## config.mk

```make
export PLATFORM = sky130hd
export DESIGN_NAME = bist_misr_flat
export DESIGN_NICKNAME = d
export VERILOG_FILES = /design/src/rtl/bist_misr_if.sv /design/src/rtl/bist_misr.sv /design/src/flat_wrapper.sv
export SDC_FILE = /design/constraint.sdc
export NUM_CORES = 1
export LEC_CHECK = 0
export ABC_AREA = 0
export ABC_CLOCK_PERIOD_IN_PS = 4700
export BUFFER_PORTS_ARGS = -buffer_cell sky130_fd_sc_hd__buf_2
export CAP_MARGIN = 40
export CORE_ASPECT_RATIO = 0.8
export CORE_MARGIN = 4
export CORE_UTILIZATION = 45
export DETAILED_ROUTE_END_ITERATION = 10
export PLACE_DENSITY = 0.75
export SLEW_MARGIN = 5
export SYNTH_ARGS = -nofsm -noshare
export SYNTH_HDL_FRONTEND = slang
export SYNTH_SLANG_ARGS = --single-unit
```

## constraint.sdc

```tcl
create_clock -name clk -period 4.7 [get_ports clk]
set_clock_uncertainty 0.1 [all_clocks]
set_input_delay 0.235 -clock clk [delete_from_list [all_inputs] [get_ports clk]]
set_output_delay 0.235 -clock clk [all_outputs]
set_load 0.01 [all_outputs]
```

## src/rtl/bist_misr_if.sv

```systemverilog
`default_nettype none
// ---------------------------------------------------------------------------
// bist_misr_if : control/response/scan bundle for the BIST MISR block
// Rev 1.0
// ---------------------------------------------------------------------------
interface bist_misr_if #(
  parameter int NBIT  = 4,
  parameter int CNT_W = 8
);
  logic             start;
  logic [CNT_W-1:0] npat;
  logic [NBIT-1:0]  resp_in;
  logic             resp_valid;
  logic [NBIT-1:0]  golden;
  logic             lfsr_rst;
  logic             busy;
  logic [NBIT-1:0]  signature;
  logic             scan_out;
  logic             scan_valid;
  logic             done;
  logic             pass;

  modport master (
    output start, npat, resp_in, resp_valid, golden,
    input  lfsr_rst, busy, signature, scan_out, scan_valid, done, pass
  );

  modport slave (
    input  start, npat, resp_in, resp_valid, golden,
    output lfsr_rst, busy, signature, scan_out, scan_valid, done, pass
  );
endinterface
`default_nettype wire

```

## src/rtl/bist_misr.sv

```systemverilog
`default_nettype none
// ---------------------------------------------------------------------------
// bist_misr : BIST run controller, MISR response compactor and serial scan-out
// Rev 1.0
// ---------------------------------------------------------------------------
module bist_misr #(
  parameter int              NBIT  = 4,
  parameter logic [NBIT-1:0] TAPS  = NBIT'(4'b1100),
  parameter int              CNT_W = 8
) (
  input  wire logic  clk,
  input  wire logic  rst,
  bist_misr_if.slave bus
);

  localparam int BW = (NBIT > 1) ? $clog2(NBIT) : 1;

  typedef enum logic [2:0] {
    S_IDLE  = 3'd0,
    S_SEED  = 3'd1,
    S_RUN   = 3'd2,
    S_SHIFT = 3'd3,
    S_DONE  = 3'd4
  } state_e;

  state_e           state_q, state_d;
  logic [NBIT-1:0]  sig_q, sig_d;
  logic [NBIT-1:0]  shreg_q, shreg_d;
  logic [CNT_W-1:0] count_q, count_d;
  logic [CNT_W-1:0] npat_q, npat_d;
  logic [BW-1:0]    bitcnt_q, bitcnt_d;
  logic             pass_q, pass_d;

  logic [NBIT-1:0]  fold_w;
  logic             last_w;

  assign fold_w = {sig_q[NBIT-2:0], ^(sig_q & TAPS)} ^ bus.resp_in;
  // count never exceeds npat, so the maximum npat cannot wrap the counter
  assign last_w = (count_q == (npat_q - CNT_W'(1)));

  always_ff @(posedge clk) begin
    if (rst) begin
      state_q  <= S_IDLE;
      sig_q    <= '0;
      shreg_q  <= '0;
      count_q  <= '0;
      npat_q   <= '0;
      bitcnt_q <= '0;
      pass_q   <= 1'b0;
    end else begin
      state_q  <= state_d;
      sig_q    <= sig_d;
      shreg_q  <= shreg_d;
      count_q  <= count_d;
      npat_q   <= npat_d;
      bitcnt_q <= bitcnt_d;
      pass_q   <= pass_d;
    end
  end

  always_comb begin
    state_d  = state_q;
    sig_d    = sig_q;
    shreg_d  = shreg_q;
    count_d  = count_q;
    npat_d   = npat_q;
    bitcnt_d = bitcnt_q;
    pass_d   = pass_q;

    case (state_q)
      S_IDLE, S_DONE: begin
        if (bus.start) begin
          state_d = S_SEED;
          npat_d  = bus.npat;
          sig_d   = '0;
          count_d = '0;
          pass_d  = 1'b0;
        end
      end
      S_SEED: begin
        bitcnt_d = '0;
        if (npat_q != '0) begin
          state_d = S_RUN;
        end else begin
          state_d = S_SHIFT;
          shreg_d = sig_q;
        end
      end
      S_RUN: begin
        if (bus.resp_valid) begin
          sig_d   = fold_w;
          count_d = count_q + CNT_W'(1);
          if (last_w) begin
            shreg_d = fold_w;
            state_d = S_SHIFT;
          end
        end
      end
      S_SHIFT: begin
        shreg_d  = {shreg_q[NBIT-2:0], 1'b0};
        bitcnt_d = bitcnt_q + BW'(1);
        if (bitcnt_q == BW'(NBIT - 1)) begin
          state_d = S_DONE;
          pass_d  = (sig_q == bus.golden);
        end
      end
      default: state_d = S_IDLE;
    endcase
  end

  assign bus.lfsr_rst   = (state_q == S_SEED);
  assign bus.busy       = (state_q == S_SEED) || (state_q == S_RUN) || (state_q == S_SHIFT);
  assign bus.signature  = sig_q;
  assign bus.scan_valid = (state_q == S_SHIFT);
  assign bus.scan_out   = (state_q == S_SHIFT) && shreg_q[NBIT-1];
  assign bus.done       = (state_q == S_DONE);
  assign bus.pass       = pass_q;

endmodule
`default_nettype wire
```

## src/flat_wrapper.sv

```systemverilog
// flat-port wrapper written by rule: the top's interface ports become plain ports
module bist_misr_flat 
#(
  parameter int              NBIT  = 4,
  parameter logic [NBIT-1:0] TAPS  = NBIT'(4'b1100),
  parameter int              CNT_W = 8
)
  (clk, rst, bus_start, bus_npat, bus_resp_in, bus_resp_valid, bus_golden, bus_lfsr_rst, bus_busy, bus_signature, bus_scan_out, bus_scan_valid, bus_done, bus_pass);
  bist_misr_if #(.NBIT(NBIT), .CNT_W(CNT_W)) bus_i ();
  input  wire logic clk;
  input  wire logic rst;
  input wire logic [$bits(bus_i.start)-1:0] bus_start;
  input wire logic [$bits(bus_i.npat)-1:0] bus_npat;
  input wire logic [$bits(bus_i.resp_in)-1:0] bus_resp_in;
  input wire logic [$bits(bus_i.resp_valid)-1:0] bus_resp_valid;
  input wire logic [$bits(bus_i.golden)-1:0] bus_golden;
  output wire logic [$bits(bus_i.lfsr_rst)-1:0] bus_lfsr_rst;
  output wire logic [$bits(bus_i.busy)-1:0] bus_busy;
  output wire logic [$bits(bus_i.signature)-1:0] bus_signature;
  output wire logic [$bits(bus_i.scan_out)-1:0] bus_scan_out;
  output wire logic [$bits(bus_i.scan_valid)-1:0] bus_scan_valid;
  output wire logic [$bits(bus_i.done)-1:0] bus_done;
  output wire logic [$bits(bus_i.pass)-1:0] bus_pass;
  assign bus_i.start = bus_start;
  assign bus_i.npat = bus_npat;
  assign bus_i.resp_in = bus_resp_in;
  assign bus_i.resp_valid = bus_resp_valid;
  assign bus_i.golden = bus_golden;
  assign bus_lfsr_rst = bus_i.lfsr_rst;
  assign bus_busy = bus_i.busy;
  assign bus_signature = bus_i.signature;
  assign bus_scan_out = bus_i.scan_out;
  assign bus_scan_valid = bus_i.scan_valid;
  assign bus_done = bus_i.done;
  assign bus_pass = bus_i.pass;
  bist_misr #(.NBIT(NBIT), .TAPS(TAPS), .CNT_W(CNT_W)) u_core (.clk(clk), .rst(rst), .bus(bus_i));
endmodule
```

; ---- Yosys cells after proc, flatten, opt, wreduce, memory -nomap -nowiden
; Cells that the tools add are included.
[op_classes]
shifts = 0
order_cmp = 0
n_mul = 0
n_eq_ne = 12
reduce_logical = 16
div_mod_pow = 0
bitwise = 1
addsub = 3
muxes = 20
[ops]
columns = operator, n
row1 = 2-to-1 mux 4 bit, 5
row2 = 2-to-1 mux 8 bit, 2
row3 = case mux 8 bit (2 select lines), 1
row4 = 2-to-1 mux 3 bit, 4
row5 = case mux 3 bit (4 select lines), 1
row6 = case mux 4 bit (3 select lines), 1
row7 = "adder 8 x 1 -> 8 bit, second input constant", 1
row8 = equality test 8 bit, 1
row9 = case mux 4 bit (2 select lines), 1
row10 = AND reduction 4 bit, 2
row11 = nonzero test 8 bit, 1
row12 = "subtractor 8 x 1 -> 8 bit, second input constant", 1
row13 = "equality test 3 x 2 -> 1 bit, second input constant", 2
row14 = "!= test 2 bit, second input constant", 3
row15 = AND reduction 3 bit, 2
row16 = nonzero test 2 bit, 3
row17 = equality test 4 bit, 1
row18 = "!= test 2 x 1 -> 1 bit, second input constant", 2
row19 = case mux 2 bit (2 select lines), 1
row20 = parity 4 bit, 1
row21 = bitwise XOR 4 bit, 1
row22 = "equality test 3 x 1 -> 1 bit, second input constant", 1
row23 = "equality test 3 bit, second input constant", 1
row24 = zero test 3 bit, 1
row25 = other kinds (9), 12
[word_totals]
mem_bits_rw = 0
mem_count = 0
out_inout_bits = 10
inputBits = 20
register_bits = 30
word_cells = 59
mem_bits_ro = 0
latch_bits = 0

; ---- Depth between registers and ports, before layout
; Gate-level depths: netlist of the first run.
[logic_depth]
word_depth = 5
mapped_depth = 8
ltp_nobuf = 8

; ---- Least setup slack after synthesis of the first run
; No wires, ideal clock.
[synth_path]
path_kind = flip-flop to flip-flop
from = reg u_core.npat_q[0]
to = reg u_core.shreg_q[1]
arrival_time_ns = 1.922
setup_time_ns = 0.122
n_path_buf = 0
path_slack_ns = 2.556
stages_incl_launch_ff = 9
synth_period_minus_slack_ns = 2.144
required_time_ns = 4.478
cell_sequence = dfxtp_1 -> inv_1 -> ha_1 -> xor2_1 -> nand3_2 -> a211oi_2 -> nand4_2 -> o22a_4 -> a311o_1
[synth_via]
elab_chain_cells = 4
elab_cells_between_ends = 6
classes_between = add/sub: 1 / eq/ne: 3 / reduce/logical: 2
[synth_lines]
columns = element, line
row1 = "start, declared", bist_misr.sv:30  ; logic [CNT_W-1:0] npat_q, npat_d;
row2 = "start signal, assigned", bist_misr.sv:55  ; npat_q <= npat_d;
row3 = subtractor 8 x 1 -> 8 bit, bist_misr.sv:39  ; assign last_w = (count_q == (npat_q - CNT_W'(1)));
row4 = equality test 8 bit, bist_misr.sv:39
row5 = != test 2 x 1 -> 1 bit (no line), -
row6 = AND reduction 4 bit (no line) (*), -
row7 = "end signal, assigned", bist_misr.sv:53  ; shreg_q <= shreg_d;
row8 = "end, declared", bist_misr.sv:28  ; logic [NBIT-1:0] shreg_q, shreg_d;
; Mark *: on every way between the ends. The rest lies on a longest branch, timed or not.
; A chain may end at the register's enable or synchronous reset.

; ---- Worst setup path after layout of the first run
[layout_path]
from = reg u_core.npat_q[0]
to = reg u_core.shreg_q[2]
; The elaborated chain is that of the path after synthesis.

==> impl_metrics.json, run 1 <==
{
  "outcome": "complete, no violations",
  "setup-tns-final_ns": 0,
  "initial_core_util": 0.481,
  "tightest_slew_ns": 0.588,
  "slew_headroom": 0.608,
  "postRouteAntennaNets": 0,
  "ios": 30,
  "crit_required_ns": 4.77,
  "hold_buffers": 0,
  "drt_iter0_drc": 165,
  "synthCells": 212,
  "rows": 19,
  "cp-end-kind": "flip-flop",
  "viasPerCell": 5.62,
  "critPathLaunch": "u_core.npat_q[0]$_SDFFE_PP0P_",
  "synthesis.area_um2": 1710,
  "regArea_um2": 601,
  "cts_setup_buffers": 0,
  "path_cells": "inv_1 > ha_1 > xor2_1 > nand3_2 > a211oi_2 > nand4_2 > o22a_4 > a311o_1",
  "yosys_warnings": 0,
  "cp_max_fo": 6,
  "setup_viol": 0,
  "grt_overflow": 0,
  "cts_max_level": 2,
  "powerDensity_nw_per_um2": 336,
  "cts_root_buffer": "clkbuf_8",
  "min_period_ns": 2.34,
  "finalWorstSetupSlack_ns": 2.36,
  "drc": 0,
  "post-route-period-util": 0.498,
  "die_area_um2": 4840,
  "worstHoldStart": "bus_npat[5]",
  "worstSetupPathType": "flip-flop to flip-flop",
  "cts_made_buffers": 5,
  "cp.arrival_ns": 2.41,
  "dpl-instance-area_um2": 1870,
  "drtPass1Iterations": 4,
  "antenna_found_initial": 0,
  "fp.dieW_um": 76.8,
  "core_area_um2": 3540,
  "grt_pass1_vias": 1424,
  "placed_cells": 274,
  "die_height_um": 63.1,
  "vias": 1586,
  "cts.clk_slew.worst_paths_ns": 0.06,
  "grt_usage": 0.176,
  "gp_congestion": 0.854,
  "start_kind": "flip-flop",
  "fmax_mhz": 427,
  "portBuffers": 29,
  "cts_sinks": 30,
  "synth_top_area_share": 0.352,
  "synth.avg_cell_area_um2": 8.04,
  "ys_seq_elements": 30,
  "design.final.nets": 263,
  "drv_slew": 0,
  "area_growth_pct": 15.0,
  "hold_viol": 0,
  "preCtsSetupSlack_ns": 2.37,
  "crit_slowest_cell": "dfxtp_1",
  "ir_drop_mv": 0.197,
  "min_path_type": "primary input to flip-flop",
  "fillerInstances": 342,
  "grt_pass1_wl_mm": 6.82,
  "grt_start_max_net_pins": 26,
  "cts_resized": 0,
  "clockBufferDepth": 2,
  "leakage_nw": 0.831,
  "rsz0062_at_grt": "no",
  "synth_nets": 236,
  "insertion_delay_ns": 0.28,
  "num_antenna_cells": 0,
  "drive_above_1_share": 0.183,
  "r2r_start": "u_core.npat_q[0]$_SDFFE_PP0P_",
  "synth_area_leaders": "dfxtp_1 35%, nor2_1 7.3%, xnor2_1 6.7%",
  "maxCapViolCount": 0,
  "cts_tree": "yes",
  "multiInputGateArea_um2": 1060,
  "finalWirelength_mm": 4.00,
  "fin_area_um2": 1960,
  "wl_per_cell_um": 14.2,
  "slowest_delay_ns": 0.43,
  "yosysTopAreaCell": "dfxtp_1",
  "dp_hpwl_mm": 2.95,
  "seq_area_frac_synth": 0.352,
  "layoutNonFillerInstCount": 282,
  "fin_util": 0.554,
  "ys_types": 39
}
-- final cells by class --
class                           count  share of cell area
Tap cell                           42              0.0268
Multi-Input combinational cell    169               0.539
Clock buffer                        7              0.0440
Sequential cell                    30               0.306
Inverter                            4             0.00766
Timing Repair Buffer               29              0.0740
Clock inverter                      1             0.00255
-- critical path: cells and delay by family (launching register included) --
family,cells,cell delay [ns]
simple gates,2,0.30
buf+inv,1,0.09
flops,1,0.43
compound gates,3,0.82
fa+ha+maj,1,0.31
xor+xnor,1,0.17
-- cells in the final DEF (no fill, tap or decap), types with 2 or more instances in the layout --
cell | synthesis | final
nand2_1 | 27 | 27
a21oi_1 | 20 | 20
buf_2 | 0 | 29
nand2b_1 | 6 | 6
nand4_1 | 4 | 4
nor4_1 | 4 | 4
xnor2_1 | 13 | 13
nor3_1 | 4 | 4
nand3_1 | 4 | 4
and2_1 | 2 | 2
dfxtp_1 | 30 | 30
mux2i_1 | 4 | 4
a311o_1 | 3 | 3
and4_1 | 2 | 2
clkbuf_8 | 0 | 6
inv_1 | 4 | 4
nor2_1 | 33 | 33
a32oi_1 | 3 | 3
nor2b_1 | 2 | 2
ha_1 | 4 | 4
xor2_1 | 12 | 12
and3_1 | 4 | 4
-- report_power, final --
part	leakage (nW)	internal [W]	switching, W
Clock	0.0482	0.000118	0.0000961
Sequential	0.243	0.000267	0.0000226
Combinational	0.540	0.0000614	0.0000939
Total	0.831	0.000446	0.000213
-- flip-flops by register name (all words and copies together), names as in the netlist --
signal / cells
u_core.bitcnt_q: 2
u_core.bus.pass: 1
u_core.bus.signature: 4
u_core.count_q: 8
u_core.shreg_q: 4
u_core.state_q: 3
u_core.npat_q: 8
-- cell families (layout without fill, tap and decap cells) --
logic type / count (synthesis) / after routing / synth area share
buf+inv: 13 / 41 / 0.0286
flops: 30 / 30 / 0.352
mux: 6 / 6 / 0.0367
simple gates: 97 / 97 / 0.272
fa+ha+maj: 4 / 4 / 0.0293
xor+xnor: 25 / 25 / 0.128
compound gates: 37 / 37 / 0.153
-- cells in the mapped netlist, drive strengths merged --
master / n
nor2: 34
dfxtp: 30
nand2: 27
a21oi: 21
xnor2: 13
xor2: 12
clkbuf: 9
nand2b: 6
nand3: 5
nand4: 5
and3: 4
ha: 4
inv: 4
mux2i: 4
nor3: 4
nor4: 4
a311o: 3
a32oi: 3
a211oi: 2
and2: 2
and4: 2
mux2: 2
nor2b: 2
a21o: 1
a31o: 1
a31oi: 1
nand3b: 1
nor3b: 1
o211a: 1
o211ai: 1
o21ai: 1
o22a: 1
o31ai: 1
-- per-layer routing --
| layer | vias up | GRT usage | part of all wire |
|---|---|---|---|
| li1 | 788 | - | - |
| met1 | 717 | 0.261 | 0.51 |
| met2 | 72 | 0.235 | 0.40 |
| met3 | 9 | 0.0484 | 0.078 |
| met4 | 0 | 0.0747 | 0.021 |
| met5 | - | 0 | 0 |
-- path summary, 6_finish.rpt --
check | end | slack, ns | cells past startpoint
setup reg to reg | u_core.shreg_q[2]$_SDFFE_PP0P_ | 2.36 | 8
hold / removal | u_core.npat_q[5]$_SDFFE_PP0P_ | 0.09 | 3
hold reg to reg | u_core.bus.pass$_SDFFE_PP0P_ | 0.37 | 2
setup / recovery | u_core.shreg_q[2]$_SDFFE_PP0P_ | 2.36 | 8
-- per-stage QoR --
step / hold slack, ns / total power (W)
after floorplan: 0.271 / 0.000407
after global placement: 0.359 / 0.000446
after detailed placement: 0.358 / 0.000448
after CTS: 0.0818 / 0.000661
after global routing: 0.0948 / 0.000696
final: 0.0864 / 0.000659
(Power assumes the default switching activity.)
==> run 2, diff against run 1 <==
--- a/config.mk
+++ b/config.mk
@@ -5,8 +5,8 @@
 export SDC_FILE = /design/constraint.sdc
 export NUM_CORES = 1
 export LEC_CHECK = 0
-export ABC_AREA = 0
-export ABC_CLOCK_PERIOD_IN_PS = 4700
+export ABC_AREA = 1
+export ABC_CLOCK_PERIOD_IN_PS = 2200
 export BUFFER_PORTS_ARGS = -buffer_cell sky130_fd_sc_hd__buf_2
 export CAP_MARGIN = 40
 export CORE_ASPECT_RATIO = 0.8
==> constraint.sdc (replaced) <==
create_clock -name clk -period 2.2 [get_ports clk]
set_clock_uncertainty 0.1 [all_clocks]
set_input_delay 0.11 -clock clk [delete_from_list [all_inputs] [get_ports clk]]
set_output_delay 0.11 -clock clk [all_outputs]
set_load 0.01 [all_outputs]
==> impl_metrics.json, run 2 <==
{
  "area_growth_pct": 18.9,
  "vias": 1781,
  "portBuffers": 29,
  "outcome": "complete, no violations",
  "reg_top3": "u_core.count_q: 8 flops, u_core.npat_q: 8 flops",
  "grt_pass1_vias": 1575,
  "ys_types": 28,
  "maxCapViolCount": 0,
  "leakage_nw": 0.965,
  "combPwrFrac": 0.496,
  "worstSetupPathType": "flip-flop to flip-flop",
  "start_kind": "flip-flop",
  "grt_pass1_wl_mm": 7.12,
  "grt_usage": 0.178,
  "cts_tree": "yes",
  "synth_edf_count": 0,
  "design.final.nets": 327,
  "crit_required_ns": 2.28,
  "drc": 0,
  "finalWirelength_mm": 4.23,
  "drtPass1Iterations": 5,
  "synth_top_area_share": 0.336,
  "cp-end-kind": "flip-flop",
  "insertion_delay_ns": 0.28,
  "gp_congestion": 0.891,
  "dpl-instance-area_um2": 1990,
  "async_flop_share": 0,
  "die_area_um2": 5050,
  "multiInputGateArea_um2": 1050,
  "cts_resized": 0,
  "final_cell_mix": "53 x nand2_1, 45 x nor2_1, 30 x dfxtp_1",
  "post-route-period-util": 0.898,
  "drv_slew": 0,
  "path_cells": "inv_1 > ha_1 > inv_1 > nand2_1 > nand3_1 > nand2_1 > nor2_1 > nand2_1 > nor2_1 > nand2_1 > nand2_2 > nand3_1 > nand2_1 > nor2_1",
  "clockBufferDepth": 2,
  "layoutNonFillerInstCount": 359,
  "rsz0062_at_grt": "no",
  "synthCells": 265,
  "cts_root_buffer": "clkbuf_8",
  "ir_drop_mv": 0.581,
  "ys_seq_elements": 30,
  "cp_max_fo": 13,
  "tightest_slew_ns": 0.487,
  "yosys_warnings": 0,
  "wl_per_cell_um": 11.8,
  "grt_start_max_net_pins": 19,
  "fmax_mhz": 506,
  "totalPowerFinal_w": 0.00262,
  "drive_above_1_share": 0.184,
  "viasPerCell": 4.96,
  "num_antenna_cells": 0,
  "cts_max_level": 2,
  "p_int_w": 0.00144,
  "yosys-top-cells-count": "53 x nand2_1, 45 x nor2_1, 30 x dfxtp_1, 27 x inv_1, 24 x a21oi_1",
  "crit_slowest_cell": "dfxtp_1",
  "cts_setup_buffers": 0,
  "reg2reg_slack_ns": 0.23,
  "setup-tns-final_ns": 0,
  "slew_headroom": 0.673,
  "r2r_cells": 14,
  "placed_cells": 347,
  "hold_viol": 0,
  "ys.flop_type": "dfxtp_1",
  "fin_area_um2": 2120,
  "timing.rr.end": "u_core.shreg_q[0]$_SDFFE_PP0P_",
  "worstHoldStart": "bus_npat[7]",
  "synth.most_common_cell": "nand2_1",
  "core_area_um2": 3800,
  "synth.avg_cell_area_um2": 6.74,
  "min_path_type": "primary input to flip-flop",
  "seq_area_frac_synth": 0.336,
  "hold_path_end": "u_core.npat_q[7]$_SDFFE_PP0P_",
  "min_period_ns": 1.97,
  "ios": 30,
  "initial_core_util": 0.469,
  "final_common_cell": "nand2_1",
  "drt_iter0_drc": 102,
  "cpMostUsedCell": "nand2_1",
  "setup_viol": 0,
  "rows": 20,
  "min_path_cells": 3,
  "cts_made_buffers": 5,
  "fillerInstances": 389,
  "swShare": 0.451,
  "die_height_um": 64.3,
  "slowest_delay_ns": 0.35,
  "cp.arrival_ns": 2.06,
  "yosysTopAreaCell": "dfxtp_1",
  "p_sw_w": 0.00118,
  "synth_area_leaders": "dfxtp_1 34%, nand2_1 11%, nor2_1 9.5%",
  "fp.dieW_um": 78.4,
  "synth_nets": 289,
  "cts.clk_slew.worst_paths_ns": 0.07,
  "synthesis.area_um2": 1790,
  "dp_hpwl_mm": 3.22,
  "r2r_start": "u_core.npat_q[0]$_SDFFE_PP0P_",
  "cts_sinks": 30,
  "powerDensity_nw_per_um2": 1240,
  "power_frac_seq": 0.327,
  "antenna_found_initial": 0,
  "postRouteAntennaNets": 0,
  "regArea_um2": 601,
  "pwr-share-clk": 0.177,
  "grt_overflow": 0
}
run 2: cell types whose count changed in the layout (fill, tap and decap cells not counted), sizes merged, moves of 6 or more:
cell,change
nand2b,-6
nor2,+18
nand3,+14
o21ai,+15
xor2,-8
nand2,+32
inv,+25
run 2: power by group through the flow:
stage	registers (W)	logic, W	clock network, W
2_1_floorplan	0.000845	0.000996	0
3_3_place_gp	0.000863	0.00127	0
3_5_place_dp	0.000866	0.00128	0
4_1_cts	0.000854	0.00129	0.000473
5_1_grt	0.000877	0.00150	0.000494
6_report	0.000859	0.00130	0.000464
run 2: what timing repair did:
| item | in CTS | in global routing |
|---|---|---|
| hold endpoints to repair | 7 | 0 |
| hold buffers | 4 | 0 |
| endpoints found under the setup margin | 0 | 0 |
run 2: cells by family (layout without fill, tap and decap cells):
| kind of cell | Yosys count | count (layout) | share of synthesized area |
|---|---|---|---|
| and+or+nand+nor | 141 | 141 | 0.367 |
| AOI/OAI and AO/OA | 44 | 44 | 0.131 |
| buffers and inverters | 33 | 72 | 0.0743 |
| DFF | 30 | 30 | 0.336 |
| xor gates and xnor gates | 13 | 13 | 0.0638 |
| adders and majority gates | 4 | 4 | 0.0280 |
run 2: layer usage:
metal / global-route usage / wire length, µm / part of all wire / vias to the layer above
met4: 0.0830 / 82 / 0.019 / 0
met5: 0 / 0 / 0 / -
met2: 0.268 / 1760 / 0.42 / 38
li1: - / - / - / 926
met1: 0.242 / 2190 / 0.52 / 809
met3: 0.0380 / 195 / 0.046 / 8
run 2: worst max-delay path by stage:
stage / slack, ns / cells after the start / to / from
floorplan: 0.44 / 15 / u_core.state_q[0]$_SDFFE_PP0P_ / u_core.npat_q[0]$_SDFFE_PP0P_
global placement: 0.32 / 14 / u_core.shreg_q[1]$_SDFFE_PP0P_ / u_core.npat_q[0]$_SDFFE_PP0P_
detailed placement: 0.25 / 14 / u_core.shreg_q[0]$_SDFFE_PP0P_ / u_core.npat_q[0]$_SDFFE_PP0P_
CTS: 0.24 / 14 / u_core.shreg_q[0]$_SDFFE_PP0P_ / u_core.npat_q[0]$_SDFFE_PP0P_
global route: 0.008 / 14 / u_core.state_q[0]$_SDFFE_PP0P_ / u_core.npat_q[0]$_SDFFE_PP0P_
finish: 0.23 / 14 / u_core.shreg_q[0]$_SDFFE_PP0P_ / u_core.npat_q[0]$_SDFFE_PP0P_
run 2: area by class of cell:
class | instances | share of cell area
Inverter | 29 | 0.0513
Tap cell | 55 | 0.0324
Timing Repair Buffer | 35 | 0.0943
Clock buffer | 7 | 0.0407
Clock inverter | 1 | 0.00236
Multi-Input combinational cell | 202 | 0.496
Sequential cell | 30 | 0.283
run 2: worst max-delay path, delay by kind of cell, from the launching register on:
kind                       cells  cell delay [ns]
and+or+nand+nor               11             0.92
DFF                            1             0.35
adders and majority gates      1             0.27
buffers and inverters          2             0.24
run 2: through the flow:
step	hold WS (ns)	setup WS (ns)	utilization
floorplan	0.0791	0.439	-
global placement	0.270	0.319	0.523
detailed placement	0.274	0.248	0.523
CTS	0.00411	0.239	0.558
global route	0.0319	0.00818	0.558
finish	0.00855	0.225	0.558
